[config.mk]
export PLATFORM = sky130hd
export DESIGN_NAME = probe_sequencer
export DESIGN_NICKNAME = d
export VERILOG_FILES = /design/src/rtl/probe_seq_pkg.sv /design/src/rtl/probe_sequencer_cfg.sv /design/src/rtl/probe_sequencer.sv
export SDC_FILE = /design/constraint.sdc
export NUM_CORES = 2
export LEC_CHECK = 0
export ABC_AREA = 0
export BUFFER_PORTS_ARGS = -buffer_cell sky130_fd_sc_hd__buf_4
export CORE_UTILIZATION = 55
export CTS_BUF_LIST = sky130_fd_sc_hd__clkbuf_2
export DETAILED_ROUTE_END_ITERATION = 8
export HOLD_SLACK_MARGIN = 0.05
export PLACE_DENSITY_LB_ADDON = 0.15
export SYNTH_ARGS = -nofsm -noshare
export SYNTH_HDL_FRONTEND = slang
export SYNTH_SLANG_ARGS = --single-unit
[constraint.sdc]
create_clock -name CLOCK_10M -period 4.1 [get_ports CLOCK_10M]
set_clock_uncertainty 0.1 [all_clocks]
set_input_delay 0 -clock CLOCK_10M [delete_from_list [all_inputs] [get_ports CLOCK_10M]]
set_output_delay 0 -clock CLOCK_10M [all_outputs]
set_load 0.02 [all_outputs]
[src/rtl/probe_seq_pkg.sv]
// Shared definitions for the probe sequencer.
//   state_t      : sequencer FSM states
//   FM_*         : frequency mode encodings
//   OFS_*        : configuration offsets relative to BASE_ADDR
//   cfg_t        : scalar configuration fields
//   eff_freq_mode: maps an undefined frequency mode onto fixed mode
//   eff_steps    : number of frequency steps a run actually performs
package probe_seq_pkg;

  typedef enum logic [3:0] {
    S_IDLE,
    S_WAIT_INIT,
    S_FREQ_SET,
    S_FREQ_WAIT,
    S_REP,
    S_CODE,
    S_GEN_REQ,
    S_GEN_WAIT,
    S_GAP,
    S_DONE
  } state_t;

  localparam logic [7:0] FM_FIXED = 8'd1;
  localparam logic [7:0] FM_STEP  = 8'd2;
  localparam logic [7:0] FM_HOP   = 8'd3;

  localparam logic [15:0] OFS_PROBE_MODE  = 16'd0;
  localparam logic [15:0] OFS_INTERVAL    = 16'd1;
  localparam logic [15:0] OFS_REPS        = 16'd2;
  localparam logic [15:0] OFS_FREQ_MODE   = 16'd3;
  localparam logic [15:0] OFS_START_FREQW = 16'd4;
  localparam logic [15:0] OFS_STEP_FREQW  = 16'd5;
  localparam logic [15:0] OFS_STEP_COUNT  = 16'd6;
  localparam logic [15:0] OFS_CODE_COUNT  = 16'd7;
  localparam logic [15:0] OFS_CODE_LEN    = 16'd8;
  localparam logic [15:0] OFS_CODE_DUR    = 16'd9;
  localparam logic [15:0] OFS_PULSE_LEN   = 16'd10;
  localparam logic [15:0] OFS_CODES       = 16'd16;

  // scalar registers plus one "any code written" flag
  localparam int N_CFG_FLAGS = 12;

  typedef struct packed {
    logic [7:0]  probe_mode;
    logic [31:0] interval;
    logic [15:0] repetitions;
    logic [7:0]  freq_mode;
    logic [15:0] step_count;
    logic [8:0]  code_count;
    logic [15:0] code_len;
    logic [15:0] code_dur;
    logic [15:0] pulse_len;
  } cfg_t;

  function automatic logic [7:0] eff_freq_mode(input logic [7:0] mode);
    return (mode == FM_STEP || mode == FM_HOP) ? mode : FM_FIXED;
  endfunction

  function automatic logic [15:0] eff_steps(input logic [7:0]  mode,
                                            input logic [15:0] count,
                                            input logic [15:0] hop_depth);
    logic [7:0] m;
    m = eff_freq_mode(mode);
    if (m == FM_STEP) return count;
    if (m == FM_HOP)  return (count > hop_depth) ? hop_depth : count;
    return 16'd1;
  endfunction

endpackage

[src/rtl/probe_sequencer_cfg.sv]
// Configuration bank: scalar register file, code table, hop table and the
// written-since-reset mask behind CFG_OK. Tables have a registered read
// port so they map onto block RAM; the sequencer presents the address one
// state ahead of use.
//   i_clk, i_rst_n      : clock, async active-low reset
//   i_wr/i_addr/i_data  : write strobe, absolute address, data
//   i_busy              : run in progress, writes are dropped
//   i_code_raddr        : code table read address (data next cycle)
//   i_hop_raddr         : hop table read address (data next cycle)
//   o_cfg               : scalar fields
//   o_start_freqw/o_step_freqw : frequency words
//   o_code_rdata/o_hop_rdata   : registered table read data
//   o_cfg_ok            : every scalar and at least one code written
module probe_cfg_bank
  import probe_seq_pkg::*;
#(
  parameter int CODE_W     = 32,
  parameter int CODE_DEPTH = 32,
  parameter int HOP_DEPTH  = 16,
  parameter int FREQ_W     = 32,
  parameter int BASE_ADDR  = 120,
  localparam int CA_W = $clog2(CODE_DEPTH),
  localparam int HA_W = $clog2(HOP_DEPTH)
) (
  input  logic              i_clk,
  input  logic              i_rst_n,
  input  logic              i_wr,
  input  logic [15:0]       i_addr,
  input  logic [31:0]       i_data,
  input  logic              i_busy,
  input  logic [CA_W-1:0]   i_code_raddr,
  input  logic [HA_W-1:0]   i_hop_raddr,
  output cfg_t              o_cfg,
  output logic [FREQ_W-1:0] o_start_freqw,
  output logic [FREQ_W-1:0] o_step_freqw,
  output logic [CODE_W-1:0] o_code_rdata,
  output logic [FREQ_W-1:0] o_hop_rdata,
  output logic              o_cfg_ok
);

  localparam logic [15:0] OFS_HOP = 16'(OFS_CODES + CODE_DEPTH);
  localparam logic [15:0] OFS_END = 16'(OFS_CODES + CODE_DEPTH + HOP_DEPTH);

  cfg_t                   r_cfg;
  logic [FREQ_W-1:0]      r_start_freqw;
  logic [FREQ_W-1:0]      r_step_freqw;
  logic [N_CFG_FLAGS-1:0] r_mask;
  logic [CODE_W-1:0]      r_code_mem [CODE_DEPTH];
  logic [FREQ_W-1:0]      r_hop_mem  [HOP_DEPTH];
  logic [CODE_W-1:0]      r_code_rdata;
  logic [FREQ_W-1:0]      r_hop_rdata;

  logic [15:0]     w_ofs;
  logic            w_wr_ok;
  logic            w_code_we;
  logic            w_hop_we;
  logic [CA_W-1:0] w_code_waddr;
  logic [HA_W-1:0] w_hop_waddr;

  assign w_ofs        = i_addr - 16'(BASE_ADDR);
  assign w_wr_ok      = i_wr && !i_busy && (i_addr >= 16'(BASE_ADDR));
  assign w_code_we    = w_wr_ok && (w_ofs >= OFS_CODES) && (w_ofs < OFS_HOP);
  assign w_hop_we     = w_wr_ok && (w_ofs >= OFS_HOP) && (w_ofs < OFS_END);
  assign w_code_waddr = CA_W'(w_ofs - OFS_CODES);
  assign w_hop_waddr  = HA_W'(w_ofs - OFS_HOP);

  always_ff @(posedge i_clk or negedge i_rst_n) begin
    if (!i_rst_n) begin
      r_cfg         <= '0;
      r_start_freqw <= '0;
      r_step_freqw  <= '0;
      r_mask        <= '0;
    end else if (w_wr_ok) begin
      case (w_ofs)
        OFS_PROBE_MODE:  begin r_cfg.probe_mode  <= i_data[7:0];  r_mask[0]  <= 1'b1; end
        OFS_INTERVAL:    begin r_cfg.interval    <= i_data;       r_mask[1]  <= 1'b1; end
        OFS_REPS:        begin r_cfg.repetitions <= i_data[15:0]; r_mask[2]  <= 1'b1; end
        OFS_FREQ_MODE:   begin r_cfg.freq_mode   <= i_data[7:0];  r_mask[3]  <= 1'b1; end
        OFS_START_FREQW: begin r_start_freqw <= FREQ_W'(i_data);  r_mask[4]  <= 1'b1; end
        OFS_STEP_FREQW:  begin r_step_freqw  <= FREQ_W'(i_data);  r_mask[5]  <= 1'b1; end
        OFS_STEP_COUNT:  begin r_cfg.step_count  <= i_data[15:0]; r_mask[6]  <= 1'b1; end
        OFS_CODE_COUNT:  begin r_cfg.code_count  <= i_data[8:0];  r_mask[7]  <= 1'b1; end
        OFS_CODE_LEN:    begin r_cfg.code_len    <= i_data[15:0]; r_mask[8]  <= 1'b1; end
        OFS_CODE_DUR:    begin r_cfg.code_dur    <= i_data[15:0]; r_mask[9]  <= 1'b1; end
        OFS_PULSE_LEN:   begin r_cfg.pulse_len   <= i_data[15:0]; r_mask[10] <= 1'b1; end
        default: ;
      endcase
      if (w_code_we) r_mask[11] <= 1'b1;
    end
  end

  // Tables carry no reset so they stay inferable as RAM.
  always_ff @(posedge i_clk) begin
    if (w_code_we) r_code_mem[w_code_waddr] <= CODE_W'(i_data);
    r_code_rdata <= r_code_mem[i_code_raddr];
  end

  always_ff @(posedge i_clk) begin
    if (w_hop_we) r_hop_mem[w_hop_waddr] <= FREQ_W'(i_data);
    r_hop_rdata <= r_hop_mem[i_hop_raddr];
  end

  assign o_cfg         = r_cfg;
  assign o_start_freqw = r_start_freqw;
  assign o_step_freqw  = r_step_freqw;
  assign o_code_rdata  = r_code_rdata;
  assign o_hop_rdata   = r_hop_rdata;
  assign o_cfg_ok      = &r_mask;

endmodule

[src/rtl/probe_sequencer.sv]
// Probe sequencer: steps frequencies x repetitions x codes, with an
// UPDATE/UPDATED handshake per frequency and GEN/GEN_DONE per code.
//   CLOCK_10M, RESET_N : clock, async active-low reset
//   CFG_WR/ADDR/DATA   : configuration write port (ignored while BUSY)
//   START, ABORT       : run start (rising edge) and abort
//   INITIED, UPDATED   : DDS driver ready / update acknowledge
//   GEN_DONE           : generator + receiver finished
//   UPDATE, FREQW      : DDS update request and tuning word
//   GEN, CODE          : generate request and current code
//   CODE_LEN, CODE_DURATION, PULSE_LEN, PROBE_MODE : latched at start
//   RF_OUTPUT_EN, BUSY, DONE, CFG_OK : status
//
// state       | meaning
// ------------+------------------------------------------------
// S_IDLE      | waiting for START rising edge
// S_WAIT_INIT | run parameters latched, waiting for INITIED
// S_FREQ_SET  | load FREQW for step_idx and raise UPDATE, or finish
// S_FREQ_WAIT | UPDATE held until UPDATED, then wait UPDATED low
// S_REP       | next repetition, or advance frequency step
// S_CODE      | load CODE for code_idx, or end repetition
// S_GEN_REQ   | raise GEN
// S_GEN_WAIT  | wait GEN_DONE, then load gap timer
// S_GAP       | gap timer down-count to zero
// S_DONE      | one-cycle DONE pulse, back to idle
module probe_sequencer
  import probe_seq_pkg::*;
#(
  parameter int CODE_W     = 32,
  parameter int CODE_DEPTH = 32,
  parameter int HOP_DEPTH  = 16,
  parameter int FREQ_W     = 32,
  parameter int BASE_ADDR  = 120
) (
  input  logic              CLOCK_10M,
  input  logic              RESET_N,
  input  logic              CFG_WR,
  input  logic [15:0]       CFG_ADDR,
  input  logic [31:0]       CFG_DATA,
  input  logic              START,
  input  logic              ABORT,
  input  logic              INITIED,
  input  logic              UPDATED,
  input  logic              GEN_DONE,
  output logic              UPDATE,
  output logic [FREQ_W-1:0] FREQW,
  output logic              GEN,
  output logic [CODE_W-1:0] CODE,
  output logic [15:0]       CODE_LEN,
  output logic [15:0]       CODE_DURATION,
  output logic [15:0]       PULSE_LEN,
  output logic [7:0]        PROBE_MODE,
  output logic              RF_OUTPUT_EN,
  output logic              BUSY,
  output logic              DONE,
  output logic              CFG_OK
);

  localparam int CA_W = $clog2(CODE_DEPTH);
  localparam int HA_W = $clog2(HOP_DEPTH);

  cfg_t              w_cfg;
  logic [FREQ_W-1:0] w_start_freqw;
  logic [FREQ_W-1:0] w_step_freqw;
  logic [CODE_W-1:0] w_code_rdata;
  logic [FREQ_W-1:0] w_hop_rdata;
  logic              w_cfg_ok;

  state_t            r_state, w_state_nxt;
  logic              r_start_q;
  logic              r_latch;
  logic              r_busy,   w_busy_nxt;
  logic              r_done,   w_done_nxt;
  logic              r_update, w_update_nxt;
  logic              r_gen,    w_gen_nxt;
  logic [FREQ_W-1:0] r_freqw,  w_freqw_nxt;
  logic [CODE_W-1:0] r_code,   w_code_nxt;
  logic [15:0]       r_step_idx, w_step_nxt;
  logic [15:0]       r_rep_idx,  w_rep_nxt;
  logic [8:0]        r_code_idx, w_cidx_nxt;
  logic [31:0]       r_gap_cnt,  w_gap_nxt;
  logic [FREQ_W-1:0] r_freq_acc, w_acc_nxt;

  logic [7:0]        r_probe_mode;
  logic [31:0]       r_interval;
  logic [15:0]       r_reps;
  logic [7:0]        r_fmode;
  logic [15:0]       r_steps;
  logic [8:0]        r_ncodes;
  logic [FREQ_W-1:0] r_start_freqw;
  logic [FREQ_W-1:0] r_step_freqw;
  logic [15:0]       r_code_len;
  logic [15:0]       r_code_dur;
  logic [15:0]       r_pulse_len;

  logic w_start_edge;
  assign w_start_edge = START && !r_start_q;

  probe_cfg_bank #(
    .CODE_W    (CODE_W),
    .CODE_DEPTH(CODE_DEPTH),
    .HOP_DEPTH (HOP_DEPTH),
    .FREQ_W    (FREQ_W),
    .BASE_ADDR (BASE_ADDR)
  ) u_cfg (
    .i_clk        (CLOCK_10M),
    .i_rst_n      (RESET_N),
    .i_wr         (CFG_WR),
    .i_addr       (CFG_ADDR),
    .i_data       (CFG_DATA),
    .i_busy       (r_busy),
    .i_code_raddr (CA_W'(w_cidx_nxt)),
    .i_hop_raddr  (HA_W'(w_step_nxt)),
    .o_cfg        (w_cfg),
    .o_start_freqw(w_start_freqw),
    .o_step_freqw (w_step_freqw),
    .o_code_rdata (w_code_rdata),
    .o_hop_rdata  (w_hop_rdata),
    .o_cfg_ok     (w_cfg_ok)
  );

  always_ff @(posedge CLOCK_10M or negedge RESET_N) begin
    if (!RESET_N) begin
      r_state    <= S_IDLE;
      r_start_q  <= 1'b0;
      r_latch    <= 1'b0;
      r_busy     <= 1'b0;
      r_done     <= 1'b0;
      r_update   <= 1'b0;
      r_gen      <= 1'b0;
      r_freqw    <= '0;
      r_code     <= '0;
      r_step_idx <= '0;
      r_rep_idx  <= '0;
      r_code_idx <= '0;
      r_gap_cnt  <= '0;
      r_freq_acc <= '0;
    end else begin
      r_state    <= w_state_nxt;
      r_start_q  <= START;
      r_latch    <= (r_state == S_IDLE) && w_start_edge;
      r_busy     <= w_busy_nxt;
      r_done     <= w_done_nxt;
      r_update   <= w_update_nxt;
      r_gen      <= w_gen_nxt;
      r_freqw    <= w_freqw_nxt;
      r_code     <= w_code_nxt;
      r_step_idx <= w_step_nxt;
      r_rep_idx  <= w_rep_nxt;
      r_code_idx <= w_cidx_nxt;
      r_gap_cnt  <= w_gap_nxt;
      r_freq_acc <= w_acc_nxt;
    end
  end

  // Parameters are captured the cycle after the start edge: BUSY already
  // blocks writes by then, and a write coincident with the edge is included.
  always_ff @(posedge CLOCK_10M or negedge RESET_N) begin
    if (!RESET_N) begin
      r_probe_mode  <= '0;
      r_interval    <= '0;
      r_reps        <= '0;
      r_fmode       <= '0;
      r_steps       <= '0;
      r_ncodes      <= '0;
      r_start_freqw <= '0;
      r_step_freqw  <= '0;
      r_code_len    <= '0;
      r_code_dur    <= '0;
      r_pulse_len   <= '0;
    end else if (r_latch) begin
      r_probe_mode  <= w_cfg.probe_mode;
      r_interval    <= w_cfg.interval;
      r_reps        <= w_cfg.repetitions;
      r_fmode       <= eff_freq_mode(w_cfg.freq_mode);
      r_steps       <= eff_steps(w_cfg.freq_mode, w_cfg.step_count, 16'(HOP_DEPTH));
      r_ncodes      <= (w_cfg.code_count > 9'(CODE_DEPTH)) ? 9'(CODE_DEPTH) : w_cfg.code_count;
      r_start_freqw <= w_start_freqw;
      r_step_freqw  <= w_step_freqw;
      r_code_len    <= w_cfg.code_len;
      r_code_dur    <= w_cfg.code_dur;
      r_pulse_len   <= w_cfg.pulse_len;
    end
  end

  always_comb begin
    w_state_nxt  = r_state;
    w_busy_nxt   = r_busy;
    w_done_nxt   = 1'b0;
    w_update_nxt = r_update;
    w_gen_nxt    = r_gen;
    w_freqw_nxt  = r_freqw;
    w_code_nxt   = r_code;
    w_step_nxt   = r_step_idx;
    w_rep_nxt    = r_rep_idx;
    w_cidx_nxt   = r_code_idx;
    w_gap_nxt    = r_gap_cnt;
    w_acc_nxt    = r_freq_acc;

    if (ABORT && r_state != S_IDLE && r_state != S_DONE) begin
      w_state_nxt  = S_DONE;
      w_update_nxt = 1'b0;
      w_gen_nxt    = 1'b0;
    end else begin
      case (r_state)
        S_IDLE: begin
          if (w_start_edge) begin
            w_state_nxt = S_WAIT_INIT;
            w_busy_nxt  = 1'b1;
            w_step_nxt  = '0;
            w_rep_nxt   = '0;
            w_cidx_nxt  = '0;
          end
        end
        S_WAIT_INIT: begin
          if (INITIED) begin
            w_state_nxt = S_FREQ_SET;
            w_acc_nxt   = w_start_freqw;
          end
        end
        S_FREQ_SET: begin
          if (r_step_idx < r_steps) begin
            if (r_fmode == FM_HOP)       w_freqw_nxt = w_hop_rdata;
            else if (r_fmode == FM_STEP) w_freqw_nxt = r_freq_acc;
            else                         w_freqw_nxt = r_start_freqw;
            w_update_nxt = 1'b1;
            w_state_nxt  = S_FREQ_WAIT;
          end else begin
            w_state_nxt = S_DONE;
          end
        end
        S_FREQ_WAIT: begin
          if (r_update) begin
            if (UPDATED) w_update_nxt = 1'b0;
          end else if (!UPDATED) begin
            w_state_nxt = S_REP;
          end
        end
        S_REP: begin
          if (r_rep_idx < r_reps) begin
            w_cidx_nxt  = '0;
            w_state_nxt = S_CODE;
          end else begin
            w_step_nxt  = r_step_idx + 16'd1;
            w_rep_nxt   = '0;
            w_acc_nxt   = r_freq_acc + r_step_freqw;
            w_state_nxt = S_FREQ_SET;
          end
        end
        S_CODE: begin
          if (r_code_idx < r_ncodes) begin
            w_code_nxt  = w_code_rdata;
            w_state_nxt = S_GEN_REQ;
          end else begin
            w_rep_nxt   = r_rep_idx + 16'd1;
            w_state_nxt = S_REP;
          end
        end
        S_GEN_REQ: begin
          w_gen_nxt   = 1'b1;
          w_state_nxt = S_GEN_WAIT;
        end
        S_GEN_WAIT: begin
          if (GEN_DONE) begin
            w_gen_nxt   = 1'b0;
            w_cidx_nxt  = r_code_idx + 9'd1;
            w_gap_nxt   = r_interval;
            w_state_nxt = S_GAP;
          end
        end
        S_GAP: begin
          if (r_gap_cnt == 32'd0) w_state_nxt = S_CODE;
          else                    w_gap_nxt   = r_gap_cnt - 32'd1;
        end
        S_DONE: begin
          w_done_nxt  = 1'b1;
          w_busy_nxt  = 1'b0;
          w_state_nxt = S_IDLE;
        end
        default: w_state_nxt = S_IDLE;
      endcase
    end
  end

  // r_latch masks the first busy cycle, when PROBE_MODE still holds the
  // previous run's value.
  assign RF_OUTPUT_EN  = r_busy && !r_latch &&
                         (r_probe_mode == 8'd1 || r_probe_mode == 8'd2 || r_probe_mode == 8'd4);
  assign UPDATE        = r_update;
  assign FREQW         = r_freqw;
  assign GEN           = r_gen;
  assign CODE          = r_code;
  assign CODE_LEN      = r_code_len;
  assign CODE_DURATION = r_code_dur;
  assign PULSE_LEN     = r_pulse_len;
  assign PROBE_MODE    = r_probe_mode;
  assign BUSY          = r_busy;
  assign DONE          = r_done;
  assign CFG_OK        = w_cfg_ok;

endmodule

# After elaboration in Yosys (flattened, before gate mapping)
# Memory sizes are Yosys's and may differ from the RTL's. A register that Yosys moved wholly into a read port is not among the register bits.
# Index checks and enable logic that the tools add are counted.
[word_totals] elab_cells=228 reg_bits=593 ramBits=1536 memories=2 output_inout_bits=126
[mem_list] memory="u_cfg.r_code_mem" depth=32 width=32 read_ports=1 rd_clocked_by_memory_dff=1 wr=1 line_no="probe_sequencer_cfg.sv:48" text="logic [CODE_W-1:0] r_code_mem [CODE_DEPTH];"
[mem_list] memory="u_cfg.r_hop_mem" depth=16 width=32 read_ports=1 rd_clocked_by_memory_dff=1 wr=1 line_no="probe_sequencer_cfg.sv:49" text="logic [FREQ_W-1:0] r_hop_mem [HOP_DEPTH];"
[classes] n_bitwise=1 n_lt_le_gt_ge=10 n_reduce_logical=54 addsub=8 muxes=60 n_eq_ne=43
[op_table] op="$mux 32" n=6
[op_table] op="$mux 16" n=10
[op_table] op="$pmux 32 s2" n=2
[op_table] op="$eq 16x3->1 const B" n=4
[op_table] op="$eq 8x2->1 const B" n=7
[op_table] op="$eq 16x4->1 const B" n=3
[op_table] op="$pmux 16 s3" n=1
[op_table] op="$mux 4" n=9
[op_table] op="$mux 9" n=4
[op_table] op="$pmux 4 s9" n=1
[op_table] op="$add 16x1->16 const B" n=2
[op_table] op="$add 32x32->32" n=1
[op_table] op="$eq 16x2->1 const B" n=2
[op_table] op="$logic_not 32->1" n=1
[op_table] op="$lt 16x16->1" n=2
[op_table] op="$pmux 16 s2" n=1
[op_table] op="$sub 32x1->32 const B" n=1
[op_table] op="$reduce_and 2->1" n=14
[op_table] op="$pmux 9 s3" n=1
[op_table] op="$mux 1" n=18
[op_table] op="$ne 3x3->1 const B" n=6
[op_table] op="$eq 16x1->1 const B" n=1
[op_table] op="$eq 4x3->1 const B" n=4
[op_table] op="$ge 16x5->1 const B" n=1
[op_table] op="38 further kinds" n=74

# Longest topological paths before layout
[logic_depth] word_depth=10 mapped_depth=19 depth_no_buf=13

# Cells and area by module
# Synthesis repeated with hierarchy kept, for this count alone.
[unflattened] cells_unflattened=4684 area_unflattened_um2=87445.1
[by_module_without_submodules] mod="probe_cfg_bank" instances=1 area_per_inst_um2=68205.4 seq_area_each_um2=52735.6 cells_per_inst=2827
[by_module_without_submodules] mod="probe_sequencer" instances=1 area_per_inst_um2=19239.7 seq_area_each_um2=9509.1 cells_per_inst=1857

# Least setup slack after synthesis
# Ideal clock, no wire load.
[synth_path] path_kind="flip-flop to flip-flop" start="reg r_busy (netlist: BUSY)" end="mem u_cfg.r_hop_mem[0][0], enable pin" setup_ns=0.461 required_ns=3.539 path_stages_with_launch=5 t_arrival_ns=3.717 slack_ns=-0.178 cell_sequence="dfrtp_1 -> nor4b_1 -> nand4b_1 -> or4_1 -> nor3_1"
[synth_between] elab_chain_len=7
[synth_rtl] element="from (decl)" line_no="probe_sequencer.sv:71" text="logic r_busy, w_busy_nxt;"
[synth_rtl] element="from (signal assigned)" line_no="probe_sequencer.sv:141" text="r_busy <= w_busy_nxt;"
[synth_rtl] element="$logic_not 1->1" line_no="probe_sequencer_cfg.sv:61" text="assign w_wr_ok = i_wr && !i_busy && (i_addr >= 16'(BASE_ADDR));"
[synth_rtl] element="$logic_and 1x1->1 (2 in series)" line_no="probe_sequencer_cfg.sv:61"
[synth_rtl] element="$logic_and 1x1->1 (2 in series)" line_no="probe_sequencer_cfg.sv:63" text="assign w_hop_we = w_wr_ok && (w_ofs >= OFS_HOP) && (w_ofs < OFS_END);"
[synth_rtl] element="$mux 1" line_no="probe_sequencer_cfg.sv:99" text="if (w_hop_we) r_hop_mem[w_hop_waddr] <= FREQ_W'(i_data);"
[synth_rtl] element="$mux 1 (implied by the code)" line_no="probe_sequencer_cfg.sv:99"
[synth_rtl] element="to (decl)" line_no="probe_sequencer_cfg.sv:49"
# No other way between the ends.

# Worst setup path after layout
[layout_path] start="in CFG_ADDR[14]" end="reg u_cfg.r_cfg, in the netlist u_cfg.o_cfg[76]"
[layout_between] elab_chain_len=3 elab_cells_between_ends=5 classes_between="1 x add/sub; 1 x order compare; 1 x eq/ne; 2 x reduce/logical"
[layout_rtl] element="from (decl)" line_no="probe_sequencer.sv:37" text="input logic [15:0] CFG_ADDR,"
[layout_rtl] element="$sub 16x7->16 or $ge 16x7->1 (tied branches)" line_no="probe_sequencer_cfg.sv:60, probe_sequencer_cfg.sv:61"
[layout_rtl] element="$eq 16x2->1 or $logic_and 1x1->1 (tied branches)" line_no="probe_sequencer_cfg.sv:74, probe_sequencer_cfg.sv:61"
[layout_rtl] element="$reduce_and 2->1 (no source line) *"
[layout_rtl] element="to (decl)" line_no="probe_sequencer_cfg.sv:44" text="cfg_t r_cfg;"
# Mark *: on every way between the ends. The rest lies on a longest branch, timed or not.
# A chain may end at the register's enable or synchronous reset.

==> run summary <==
outcome - finished, final reports clean
htree depth - 6
Crit. End Element - register
Most used DFF post-synth - edfxtp_1
HP Class - in2reg
crit share post-route - 0.980
Reg2Reg Depth - 12
global-route wire length before repair - 365000 um
via count - 58900
global router's overall resource usage - 0.303
mean area per synthesized cell - 13.7 sq um
Fin Setup TNS - 0 ns
worst path setup slack after routing - 0.0808 ns
Vias per Instance - 6.06
post-place instance area - 94200 sq um
unrepaired setup endpoints after global routing - false
Netlist cell types - 80
vias in the first global route - 58700
Least-Margin Pin Slew - 1.19 ns
Critical R2R Launch - r_rep_idx[9]$_DFFE_PN0P_
clock sink count - 2193
die height - 402 um
clock-pin slew on the worst setup and hold paths - 0.09 ns
first-pass detailed-route iteration total - 5
TritonCTS buffer count - 565
Final Setup Violations - 0
row cnt - 146
P&R area growth vs syn - 15.9%
VDD IR max - 318 uV
Leak - 40.1 nW
Cells after Synth - 6413
Design Power - 45.4 mW
Initial Utilization - 0.555
Arr. time, crit path - 5.53 ns
min Tclk post-route - 4.02 ns
initial antenna violation count - 11
largest net degree at the start of global routing - 126
Root Buffer - clkbuf_2
number of remaining DRC errors - 0
Max Freq - 249 MHz
Die Wd - 402 um
ys async rst share - 0.270
gp weighted congestion - 0.860
ANT nets after route - 0
Worst Path Required - 5.61 ns
startpoint types - input pin
register area - 62200 sq um
Port Buffers - 181
Multi-input gate area - 24400 sq um
crit path kind - in2reg
critical path launch point - CFG_ADDR[14]
Clock Path Buffers - 4
max_cap viols - 0
drt wl/cell - 25.5 um
Post-synth EDFFs - 1536
Mapped Nets - 6548
Die Footprint - 162000 sq um
Hold Path Origin - CFG_ADDR[6]
YS warnings - 0
Net count, final - 7409
fill count - 12000
I/O pins - 182
Overflow after GRT - 0
post-synthesis register bit count - 2193
Starting DRT DRC Count - 6402
Slew Viols, Final - 0
WHS Path Cells - 9
Worst slew margin - 0.206
R2R Setup Slk - 0.15 ns
clk_lat worst skew - 1.82 ns
Final Cell Area - 102000 sq um
Routed WL - 248000 um
DP HPWL - 135000 um
Core Area - 159000 sq um
CTS tree - built
PD cells - 445 nW/um^2
Seq/Total Area, Yosys - 0.707
Post-Syn Area - 88000 sq um
CP Max Fanout - 9
final hold vios - 0
Place WS - -0.283 ns
layout cells sized above 1 - 0.251
[synthesized netlist by cell type, types with 42 or more instances]
cell,n,share of area
a211oi_1,134,0.011
a21oi_1,167,0.0095
a311oi_1,124,0.012
a31oi_1,60,0.0043
a32o_1,64,0.0073
a32oi_1,98,0.0097
buf_2,142,0.0081
clkbuf_1,213,0.0091
dfrtp_1,593,0.17
dfxtp_1,64,0.015
edfxtp_1,1536,0.52
ha_1,78,0.011
inv_1,74,0.0032
mux2_2,415,0.053
mux2i_1,141,0.016
nand2_1,1200,0.051
nand3_1,288,0.016
nand4_1,58,0.0041
nor2_1,171,0.0073
nor3_1,72,0.0041
nor3b_1,131,0.011
nor4_1,44,0.0031
o21ai_0,162,0.0092
o22ai_1,42,0.0030
[power by group]
part / switching, mW / internal (mW) / leakage (nW) / total (mW)
logic: 4.00 / 2.19 / 13.8 / 6.19
clock network: 8.69 / 5.72 / 3.76 / 14.4
registers: 0.606 / 24.2 / 22.5 / 24.8
total: 13.3 / 32.1 / 40.1 / 45.4
[per-layer routing]
layer	vias to the layer above	wire, um	global-route usage	part of all wire
met3	473	20300	0.0535	0.082
met4	6	8890	0.131	0.036
met5	-	99	0	0.00040
met2	2790	121000	0.495	0.49
met1	29600	98400	0.400	0.40
li1	26000	-	-	-
[cell type report]
| cell class | instances | area share |
|---|---|---|
| tap | 2072 | 0.0254 |
| inverter | 79 | 0.00310 |
| antenna | 10 | 0.000245 |
| timing repair buffer | 687 | 0.0750 |
| sequential | 2193 | 0.610 |
| clock inverter | 102 | 0.00560 |
| clock buffer | 833 | 0.0409 |
| multi-input combinational | 3748 | 0.240 |
[timing repair]
item | 4_1_cts | 5_1_grt
gates resized for setup | 9 | 34
pin swaps | 1 | 7
hold buffers | 205 | 1
endpoints found under the setup margin | 5 | 702
cloned | 0 | 6
setup buffers | 0 | 9
hold endpoints to repair | 4120 | 1
[critical path, cell delays in order]
cell and delay [ns]:
dlygate4sd3_1 0.54, buf_4 0.13, dlygate4sd3_1 0.55, nor4_1 0.23, dlygate4sd3_1 0.58, dlygate4sd3_1 0.54, dlygate4sd3_1 0.55, nand4b_1 0.27
o21bai_1 0.32, dlygate4sd3_1 0.62, nor3_1 0.18, buf_4 0.20, nand3_1 0.39, mux2_2 0.44
[cells in the final DEF (no fill, tap or decap), types with 64 or more instances in the layout]
master	count
nor2_1	123
buf_12	91
a311oi_1	119
clkinv_1	69
dfxtp_1	64
mux2i_1	140
a32o_1	64
dfrtp_1	591
a32oi_1	91
nand3_1	287
dlygate4sd3_1	170
o21ai_0	162
nand2_1	1191
edfxtp_1	1536
inv_1	74
a211oi_1	134
nor3b_1	128
a21oi_1	164
clkbuf_2	833
mux2_2	415
ha_1	78
buf_4	376
nor3_1	67
[state kept, by name, indices dropped and copies added (netlist names), 12 cells and up]
signal	flops
r_gap_cnt	32
FREQW	32
u_cfg.o_step_freqw	32
CODE_DURATION	16
u_cfg.o_code_rdata	32
u_cfg.o_cfg	137
r_step_freqw	32
CODE_LEN	16
r_reps	16
u_cfg.r_hop_mem	512
u_cfg.r_code_mem	1024
r_rep_idx	16
u_cfg.o_hop_rdata	32
u_cfg.r_mask	12
r_interval	32
r_step_idx	16
CODE	32
r_start_freqw	32
PULSE_LEN	16
r_steps	16
r_freq_acc	32
u_cfg.o_start_freqw	32
[cells by family after synthesis]
family | synth area share
flip-flops | 0.707
AND/OR/NAND/NOR | 0.108
AO/OA/AOI/OAI | 0.0773
multiplexers | 0.0697
buffers and inverters | 0.0224
adder cells (fa/ha/maj) | 0.0113
XOR/XNOR | 0.00448
[final timing paths]
kind	to
worst max-delay path	u_cfg.o_cfg[76]$_DFFE_PN0P_
worst min-delay path	u_cfg.r_hop_mem[3][13]$_DFFE_PP_
worst max register to register	u_cfg.o_code_rdata[20]$_DFF_P_
worst min register to register	r_reps[1]$_DFFE_PN0P_
max in group asynchronous	PROBE_MODE[2]$_DFFE_PN0P_
min in group asynchronous	u_cfg.o_step_freqw[28]$_DFFE_PN0P_
[per-stage QoR]
stage | std cells | hold slack (ns) | utilization
after floorplan | 6413 | -0.396 | -
after global placement | 8560 | 0.0304 | 0.594
after detailed placement | 8560 | 0.0358 | 0.594
after CTS | 9700 | 0.0552 | 0.641
after global routing | 9720 | 0.0397 | 0.643
final | 9724 | 0.0782 | 0.643
No activity file was read; power rests on OpenSTA's default activity.
